--- src/rtl/blk_fifo_pkg.sv ---
// Shared sizes and state type for the byte-in / block-out FIFO sequencer.
package blk_fifo_pkg;

    localparam int BLK_BYTES = 64;
    localparam int BLK_W     = 512;
    localparam int CNT_W     = 8;
    localparam int IDX_W     = 16;

    typedef enum logic [2:0] {
        ST_RST,
        ST_IDLE,
        ST_POP,
        ST_CAP,
        ST_HOLD
    } blkState_e;

endpackage

--- src/rtl/blk_fifo_rst_gen.sv ---
// FIFO reset generator: asserts with i_rst_n, releases RST_HOLD edges later.
// RST_HOLD must be in 1..256 so the hold counter fits in 8 bits.
module blk_fifo_rst_gen #(
    parameter int RST_HOLD = 2
) (
    input  logic i_clk,
    input  logic i_rst_n,
    output logic o_fifo_rst,
    output logic o_release
);

    localparam logic [7:0] LAST_CNT = 8'(RST_HOLD - 1);

    logic [7:0] holdCnt_q;
    logic [7:0] holdCnt_d;
    logic       fifoRst_q;
    logic       fifoRst_d;

    // Count edges while the FIFO reset is held; drop it on the last one.
    always_comb begin
        holdCnt_d = holdCnt_q;
        fifoRst_d = fifoRst_q;
        if (fifoRst_q) begin
            if (holdCnt_q == LAST_CNT) begin
                fifoRst_d = 1'b0;
            end else begin
                holdCnt_d = holdCnt_q + 8'd1;
            end
        end
    end

    // Asynchronous assertion, release only ever happens on a clock edge.
    always_ff @(posedge i_clk or negedge i_rst_n) begin
        if (!i_rst_n) begin
            holdCnt_q <= 8'd0;
            fifoRst_q <= 1'b1;
        end else begin
            holdCnt_q <= holdCnt_d;
            fifoRst_q <= fifoRst_d;
        end
    end

    assign o_fifo_rst = fifoRst_q;
    assign o_release  = fifoRst_q && (holdCnt_q == LAST_CNT);

endmodule

--- src/rtl/blk_fifo_ctrl.sv ---
// Block FIFO sequencer: forwards a byte stream into the FIFO and pops one
// 64-byte block at a time onto a valid/ready block interface.
module blk_fifo_ctrl
    import blk_fifo_pkg::*;
#(
    parameter int FULL_LIMIT = 255,
    parameter int RST_HOLD   = 2
) (
    input  logic                i_clk,
    input  logic                i_rst_n,
    input  logic                i_byte_valid,
    input  logic [7:0]          i_byte,
    output logic                o_byte_ready,
    output logic                o_fifo_rst,
    output logic                o_fifo_wr_en,
    output logic [7:0]          o_fifo_data,
    output logic                o_fifo_rd_en,
    input  logic [BLK_W-1:0]    i_fifo_data,
    input  logic [CNT_W-1:0]    i_fifo_cnt,
    output logic                o_blk_valid,
    output logic [BLK_W-1:0]    o_blk_data,
    input  logic                i_blk_ready,
    output logic [IDX_W-1:0]    o_blk_idx
);

    localparam logic [CNT_W-1:0] FULL_CNT = CNT_W'(FULL_LIMIT);
    localparam logic [CNT_W-1:0] BLK_CNT  = CNT_W'(BLK_BYTES);

    blkState_e          state_q;
    logic               fifoRdEn_q;
    logic               blkValid_q;
    logic [BLK_W-1:0]   blkData_q;
    logic [IDX_W-1:0]   blkIdx_q;
    logic               rstRelease;

    blk_fifo_rst_gen #(
        .RST_HOLD   (RST_HOLD)
    ) u_rst_gen (
        .i_clk      (i_clk),
        .i_rst_n    (i_rst_n),
        .o_fifo_rst (o_fifo_rst),
        .o_release  (rstRelease)
    );

    assign o_byte_ready = (state_q != ST_RST) && (i_fifo_cnt < FULL_CNT);
    assign o_fifo_wr_en = i_byte_valid && o_byte_ready;
    assign o_fifo_data  = i_byte;

    // Pop, capture and hold one block; the count is only looked at in IDLE.
    always_ff @(posedge i_clk or negedge i_rst_n) begin
        if (!i_rst_n) begin
            state_q    <= ST_RST;
            fifoRdEn_q <= 1'b0;
            blkValid_q <= 1'b0;
            blkData_q  <= '0;
            blkIdx_q   <= '0;
        end else begin
            fifoRdEn_q <= 1'b0;
            case (state_q)
                ST_RST: begin
                    if (rstRelease) begin
                        state_q <= ST_IDLE;
                    end
                end
                ST_IDLE: begin
                    if (i_fifo_cnt >= BLK_CNT) begin
                        fifoRdEn_q <= 1'b1;
                        state_q    <= ST_POP;
                    end
                end
                ST_POP: begin
                    state_q <= ST_CAP;
                end
                ST_CAP: begin
                    blkData_q  <= i_fifo_data;
                    blkValid_q <= 1'b1;
                    state_q    <= ST_HOLD;
                end
                ST_HOLD: begin
                    if (i_blk_ready) begin
                        blkValid_q <= 1'b0;
                        blkIdx_q   <= blkIdx_q + 16'd1;
                        state_q    <= ST_IDLE;
                    end
                end
                default: begin
                    state_q <= ST_RST;
                end
            endcase
        end
    end

    assign o_fifo_rd_en = fifoRdEn_q;
    assign o_blk_valid  = blkValid_q;
    assign o_blk_data   = blkData_q;
    assign o_blk_idx    = blkIdx_q;

endmodule

--- config.mk ---
export PLATFORM = sky130hd
export DESIGN_NAME = blk_fifo_ctrl
export DESIGN_NICKNAME = d
export VERILOG_FILES = /design/src/rtl/blk_fifo_pkg.sv /design/src/rtl/blk_fifo_rst_gen.sv /design/src/rtl/blk_fifo_ctrl.sv
export SDC_FILE = /design/constraint.sdc
export NUM_CORES = 1
export LEC_CHECK = 0
export ABC_AREA = 1
export CORE_AREA = 10 10 415 417
export CTS_CLUSTER_DIAMETER = 80
export CTS_CLUSTER_SIZE = 30
export DETAILED_ROUTE_END_ITERATION = 16
export DIE_AREA = 0 0 425 427
export PLACE_DENSITY = 0.45
export SLEW_MARGIN = 0
export SYNTH_ARGS = -nofsm -noshare
export SYNTH_HDL_FRONTEND = slang
export SYNTH_SLANG_ARGS = --single-unit
--- constraint.sdc ---
create_clock -name i_clk -period 2 [get_ports i_clk]
set_input_delay 0.4 -clock i_clk [delete_from_list [all_inputs] [get_ports i_clk]]
set_output_delay 0.4 -clock i_clk [all_outputs]
set_load 0.01 [all_outputs]
==> flow_summary.yaml, run 1 <==
status:
  status: "complete, but fails checks"
  failed_checks: "setup timing"
global_route:
  grt-ovfl-total: 0
  antenna_found_initial: 77
  grt_pass1_wl_mm: 154
  first_global_vias: 16200
  track_usage: 0.122
  grt_max_degree: 64
cells_and_area:
  layout_commonest_cell: "dfrtp_1"
  num-nets-final: 2947
  final_cells: 4664
  final_cell_mix: "dfrtp_1 (527), clkdlybuf4s50_1 (522), dlygate4sd2_1 (513), mux2_2 (512), nand2_1 (68)"
  drive_gt1_frac: 0.294
  fillers: 17700
  fin_area_um2: 35900
  area_growth_pct: 72.5
  register_area_um2: 13600
  multi_input_area_um2: 6510
  fin_util: 0.219
detailed_routing:
  wl_per_cell_um: 25.2
  drc: 0
  vias: 15400
  viasPerCell: 3.31
  top_layer_used: "met5"
  postRouteAntennaNets: 0
  met2_length_mm: 60.8
  wirelength_mm: 118
  drt_iter0_drc: 671
  dr.pass1.iters: 4
  m1WireLength_mm: 43.4
  dr_wl_met3_mm: 11.2
sta:
  slew_headroom: 0.687
  finalCritPeriodShare: 1.10
  slew_viol_final: 0
  setup_slack_ps: -191
  setup_viol: 2
  worst_pin_slew_ps: 466
  rsz0062_at_grt: "true"
  layout_min_cycle_time_ps: 2190
  fmaxAchievable_ghz: 0.456
  finalHoldViolations: 0
  finalClockSkew_ps: 59.2
clocking:
  cts_tree: "built"
  insertion_delay_ps: 710
  clockBufferDepth: 3
  root_buffer: "clkbuf_16"
  cts_num_sinks: 542
  clkTransAtPathRegs_ps: 80
  h-tree-depth: 2
  cts_buffers: 59
floorplanning:
  fp-row-count: 149
  start_util: 0.127
  die_x_um: 425
  io_pins: 1073
  core-area_um2: 164000
  die_y_um: 427
  die_area_um2: 181000
logic_synthesis:
  synthDistinctLibCells: 25
  syn_area_per_cell_um2: 16.1
  synth_fp_nets: 1827
  synthFlopType: "dfrtp_1"
  synth_seq_cells: 542
  async_flop_share: 1.00
  synth_warnings: 0
  synth-edff-count: 0
  postSynthCellCount: 1292
  yosysSeqAreaShare: 0.651
  synthesis.area_um2: 20800
power:
  powerDensity_nw_per_um2: 1560
  vdd_drop_max_v: 0.000803
  leakagePower_nw: 15.3
setup_path:
  crit_path_end_kind: "output pin"
  cp_slowest_cell: "dfrtp_1"
  r2r-start: "state_q[2]"
  crit_type: "reg -> out"
  arrival_ps: 1790
  worstPathMaxFanout: 2
  crit_start: "state_q[0]"
  crit_path_start_kind: "flip-flop"
  crit_path_cell_trace: "nor2_2, inv_2, nor2_4, o21ba_4, and2_1, buf_2"
  required_ps: 1600
  cp_slowest_stage_delay_ps: 390
flow_run:
  cap_violations: 0
place:
  dp_cells: 4533
  place.gp.congestion: 0.860
  post-place-ws_ps: -201
  post-dp-hpwl_mm: 99.1
  io_buffer_count: 1056
  dpl_cell_area_um2: 34100
min_path:
  hold_class: "in -> async"
[sequential cells by signal (all words and copies together) (netlist names)]
name	count
o_fifo_rd_en	1
u_rst_gen.holdCnt_q	8
o_blk_valid	1
o_blk_data	512
state_q	3
o_blk_idx	16
u_rst_gen.o_fifo_rst	1
[kinds of logic after synthesis]
logic type / Yosys count / synth area share
DFF: 542 / 0.651
muxes: 512 / 0.277
and+or+nand+nor: 116 / 0.0248
buffers and inverters: 97 / 0.0378
AOI/OAI and AO/OA: 11 / 0.00300
xor gates and xnor gates: 11 / 0.00463
adders and majority gates: 3 / 0.00180
[through the flow]
stage	hold slack, ps	power, W	setup TNS [ps]
final	250	0.0561	-358
after global routing	239	0.0596	-568
after CTS	197	0.0575	-578
after detailed placement	368	0.0481	-264
after global placement	368	0.0480	-278
after floorplan	104	0.0302	0
[critical path: cells and delay by family (launching register included)]
| family | cells | cell delay, ps |
|---|---|---|
| AOI/OAI and AO/OA | 1 | 170 |
| DFF | 1 | 390 |
| and+or+nand+nor | 3 | 370 |
| buffers and inverters | 2 | 210 |
[cell type report]
| cell class | count | share of cell area |
|---|---|---|
| Antenna cell | 12 | 0.000836 |
| Clock buffer | 64 | 0.0425 |
| Clock inverter | 48 | 0.0216 |
| Inverter | 32 | 0.00334 |
| Multi-Input combinational cell | 653 | 0.181 |
| Sequential cell | 542 | 0.378 |
| Tap cell | 2189 | 0.0762 |
| Timing Repair Buffer | 1124 | 0.296 |
[layer usage]
metal | global-route usage | vias up
met5 | 0 | -
met4 | 0.0198 | 2
met3 | 0.0506 | 182
met2 | 0.221 | 662
met1 | 0.136 | 7824
li1 | - | 6774
[what timing repair did]
action,4_1_cts,5_1_grt
resized for setup,581,6
pin swaps,2,2
hold buffers,1,0
hold endpoints to repair,125,0
endpoints found under the setup margin,533,21
setup buffers,4,2
[Yosys cell counts, types with 2 or more instances]
| cell type | count | area (um2) |
|---|---|---|
| buf_6 | 51 | 574 |
| inv_1 | 32 | 120 |
| ha_1 | 3 | 37.5 |
| o21ai_0 | 5 | 25.0 |
| nor2_1 | 15 | 56.3 |
| nand3_1 | 12 | 60.1 |
| xor2_1 | 8 | 70.1 |
| buf_4 | 9 | 67.6 |
| nand3b_1 | 3 | 22.5 |
| buf_2 | 5 | 25.0 |
| xnor2_1 | 3 | 26.3 |
| nand2_1 | 68 | 255 |
| nand4_1 | 6 | 37.5 |
| a21oi_1 | 4 | 20.0 |
| mux2_2 | 512 | 5770 |
| nor3_2 | 2 | 20.0 |
| nor3_1 | 6 | 30.0 |
| dfrtp_1 | 541 | 13500 |
[report_power, final]
group / switching, W / total [W] / internal (W)
sequential: 0.00311 / 0.0196 / 0.0165
combinational: 0.0117 / 0.0238 / 0.0121
clock: 0.00629 / 0.0127 / 0.00643
[path summary, 6_finish.rpt]
kind / end / slack, ps / cells after the start
max: o_fifo_wr_en / -190 / 6
min: o_blk_data[269] / 250 / 2
max reg2reg: o_blk_data[313] / 120 / 6
min reg2reg: u_rst_gen.holdCnt_q[6] / 470 / 1
max in group asynchronous: o_blk_data[417] / 910 / 4
min in group i_clk: o_blk_data[215] / 300 / 2
No activity file was read; power rests on OpenSTA's default activity.
==> inputs of run 2 (changes only) <==
Settings changed: GPL_TIMING_DRIVEN set to 0.
==> flow_summary.yaml, run 2 (same netlist as run 1, synthesis figures left out) <==
setup_path:
  crit_path_start_kind: "flip-flop"
  crit_path_end_kind: "output pin"
  cp_slowest_stage_delay_ps: 410
  cp_slowest_cell: "dfrtp_1"
  required_ps: 1600
  crit_path_cell_trace: "nor2_4, inv_2, nor2_4, o21ba_4, and2_4, buf_6"
  crit_type: "reg -> out"
  arrival_ps: 1750
  worstPathMaxFanout: 2
  cp_common_cell: "nor2_4"
place:
  post-dp-hpwl_mm: 103
  io_buffer_count: 1064
  place.gp.congestion: 0.846
  dp_cells: 4550
clocking:
  cts_buffers: 53
  root_buffer: "clkbuf_16"
  h-tree-depth: 2
  insertion_delay_ps: 680
  clkTransAtPathRegs_ps: 70
  cts_tree: "built"
  clockBufferDepth: 3
  cts_num_sinks: 542
global_route:
  grt_pass1_wl_mm: 157
  track_usage: 0.127
  antenna_found_initial: 79
  first_global_vias: 16100
  grt-ovfl-total: 0
  grt_max_degree: 105
floorplanning:
  core-area_um2: 164000
  die_area_um2: 181000
  fp-row-count: 149
  die_y_um: 427
  die_x_um: 425
  start_util: 0.127
  io_pins: 1073
sta:
  finalClockSkew_ps: 40.0
  slew_viol_final: 0
  fin_setup_tns_ps: -192
  worst_pin_slew_ps: 779
  fmaxAchievable_ghz: 0.465
  setup_slack_ps: -150
  rsz0062_at_grt: "true"
  timing.hold.ws_ps: -195
  setup_viol: 2
  finalCritPeriodShare: 1.08
  finalHoldViolations: 90
  slew_headroom: 0.480
  layout_min_cycle_time_ps: 2150
power:
  internal-power_w: 0.0344
  clock_power_share: 0.203
  vdd_drop_max_v: 0.000767
  switching_share: 0.374
  powerDensity_nw_per_um2: 1530
  pwr-share-seq: 0.354
  leakagePower_nw: 15.2
  comb_power_share: 0.443
  p_switching_w: 0.0205
status:
  status: "complete, but fails checks"
  failed_checks: "hold timing, setup timing"
flow_run:
  cap_violations: 0
detailed_routing:
  drt_iter0_drc: 615
  wl_per_cell_um: 26.1
  dr.pass1.iters: 4
  drc: 0
  vias: 15300
  viasPerCell: 3.27
  postRouteAntennaNets: 0
  wirelength_mm: 122
min_path:
  hold_class: "in -> async"
cells_and_area:
  fillers: 17800
  final_cells: 4688
  largest_register_ffs: 512
  num-nets-final: 2956
  area_growth_pct: 71.8
  final_cell_mix: "clkdlybuf4s50_1 (530), dfrtp_1 (530), dlygate4sd2_1 (515), mux2_2 (512), nand2_1 (68)"
  drive_gt1_frac: 0.292
==> run 2: cell types whose count changed in the layout (fill, tap and decap cells not counted), sizes merged <==
cell	previous run	this run
buf	70	77
bufinv	2	0
clkbuf	66	63
clkdlybuf4s15	16	14
clkdlybuf4s50	522	530
clkinv	24	11
clkinvlp	0	3
diode	12	33
dlygate4sd2	513	515
dlygate4sd3	1	0
inv	54	58
==> run 2: area by class of cell <==
type / count / area, um2 / area share
flip-flops and latches: 542 / 13600 / 0.379
repair buffers: 1074 / 10200 / 0.284
multi-input cells: 653 / 6500 / 0.182
well taps: 2189 / 2740 / 0.0765
clock buffers: 60 / 1410 / 0.0395
plain buffers: 65 / 711 / 0.0199
clock inverters: 40 / 465 / 0.0130
inverters: 32 / 120 / 0.00336
diodes: 33 / 82.6 / 0.00231
==> run 2: stage by stage <==
| stage | hold WS, ps | instance area [um2] | worst slack (ps) | total power [W] | util |
|---|---|---|---|---|---|
| final | -195 | 35800 | -150 | 0.0549 | 0.218 |
| after global routing | -223 | 35700 | -270 | 0.0583 | 0.218 |
| after CTS | -264 | 35700 | -281 | 0.0562 | 0.217 |
| after detailed placement | 463 | 34400 | -496 | 0.0484 | 0.209 |
| after global placement | 459 | 34200 | -27440 | 0.0484 | 0.209 |
| after floorplan | 104 | 20800 | 475 | 0.0302 | - |
==> run 2: repair_timing <==
| action | in CTS | in global routing |
|---|---|---|
| pin swaps | 2 | 2 |
| endpoints found under the hold margin | 90 | 90 |
| buffers inserted | 4 | 1 |
| resized for setup | 581 | 15 |
| setup endpoints to repair | 645 | 7 |
==> run 2: metal layers <==
layer | wire [um] | GRT usage | vias to the layer above | part of all wire
met2 | 63000 | 0.224 | 621 | 0.52
met1 | 44500 | 0.139 | 7757 | 0.36
met5 | 0 | 0 | - | 0
li1 | - | - | 6794 | -
met3 | 11700 | 0.0534 | 164 | 0.096
met4 | 2960 | 0.0349 | 0 | 0.024
==> run 2: worst paths after layout <==
check	from	endpoint	slack, ps	depth (start not counted)
min	i_rst_n	o_blk_data[100]	-200	1
max reg2reg	state_q[1]	o_blk_data[335]	80	7
max	state_q[0]	o_fifo_wr_en	-150	6
min reg2reg	u_rst_gen.holdCnt_q[6]	u_rst_gen.holdCnt_q[6]	470	1
max in group asynchronous	i_rst_n	o_blk_data[341]	380	4
min in group i_clk	i_fifo_data[499]	o_blk_data[499]	320	2
==> run 2: power groups by stage <==
stage	Clock, W	Sequential (W)	Combinational [W]
5_1_grt	0.0120	0.0202	0.0261
3_5_place_dp	0	0.0198	0.0286
3_3_place_gp	0	0.0198	0.0286
6_report	0.0111	0.0195	0.0243
4_1_cts	0.0117	0.0195	0.0250
2_1_floorplan	0	0.0218	0.00845
==> run 2: worst max-delay path: cells and delay by family (launching register included) <==
| family | cells | cell delay [ps] |
|---|---|---|
| flops | 1 | 410 |
| simple gates | 3 | 360 |
| buf+inv | 2 | 170 |
| compound gates | 1 | 160 |
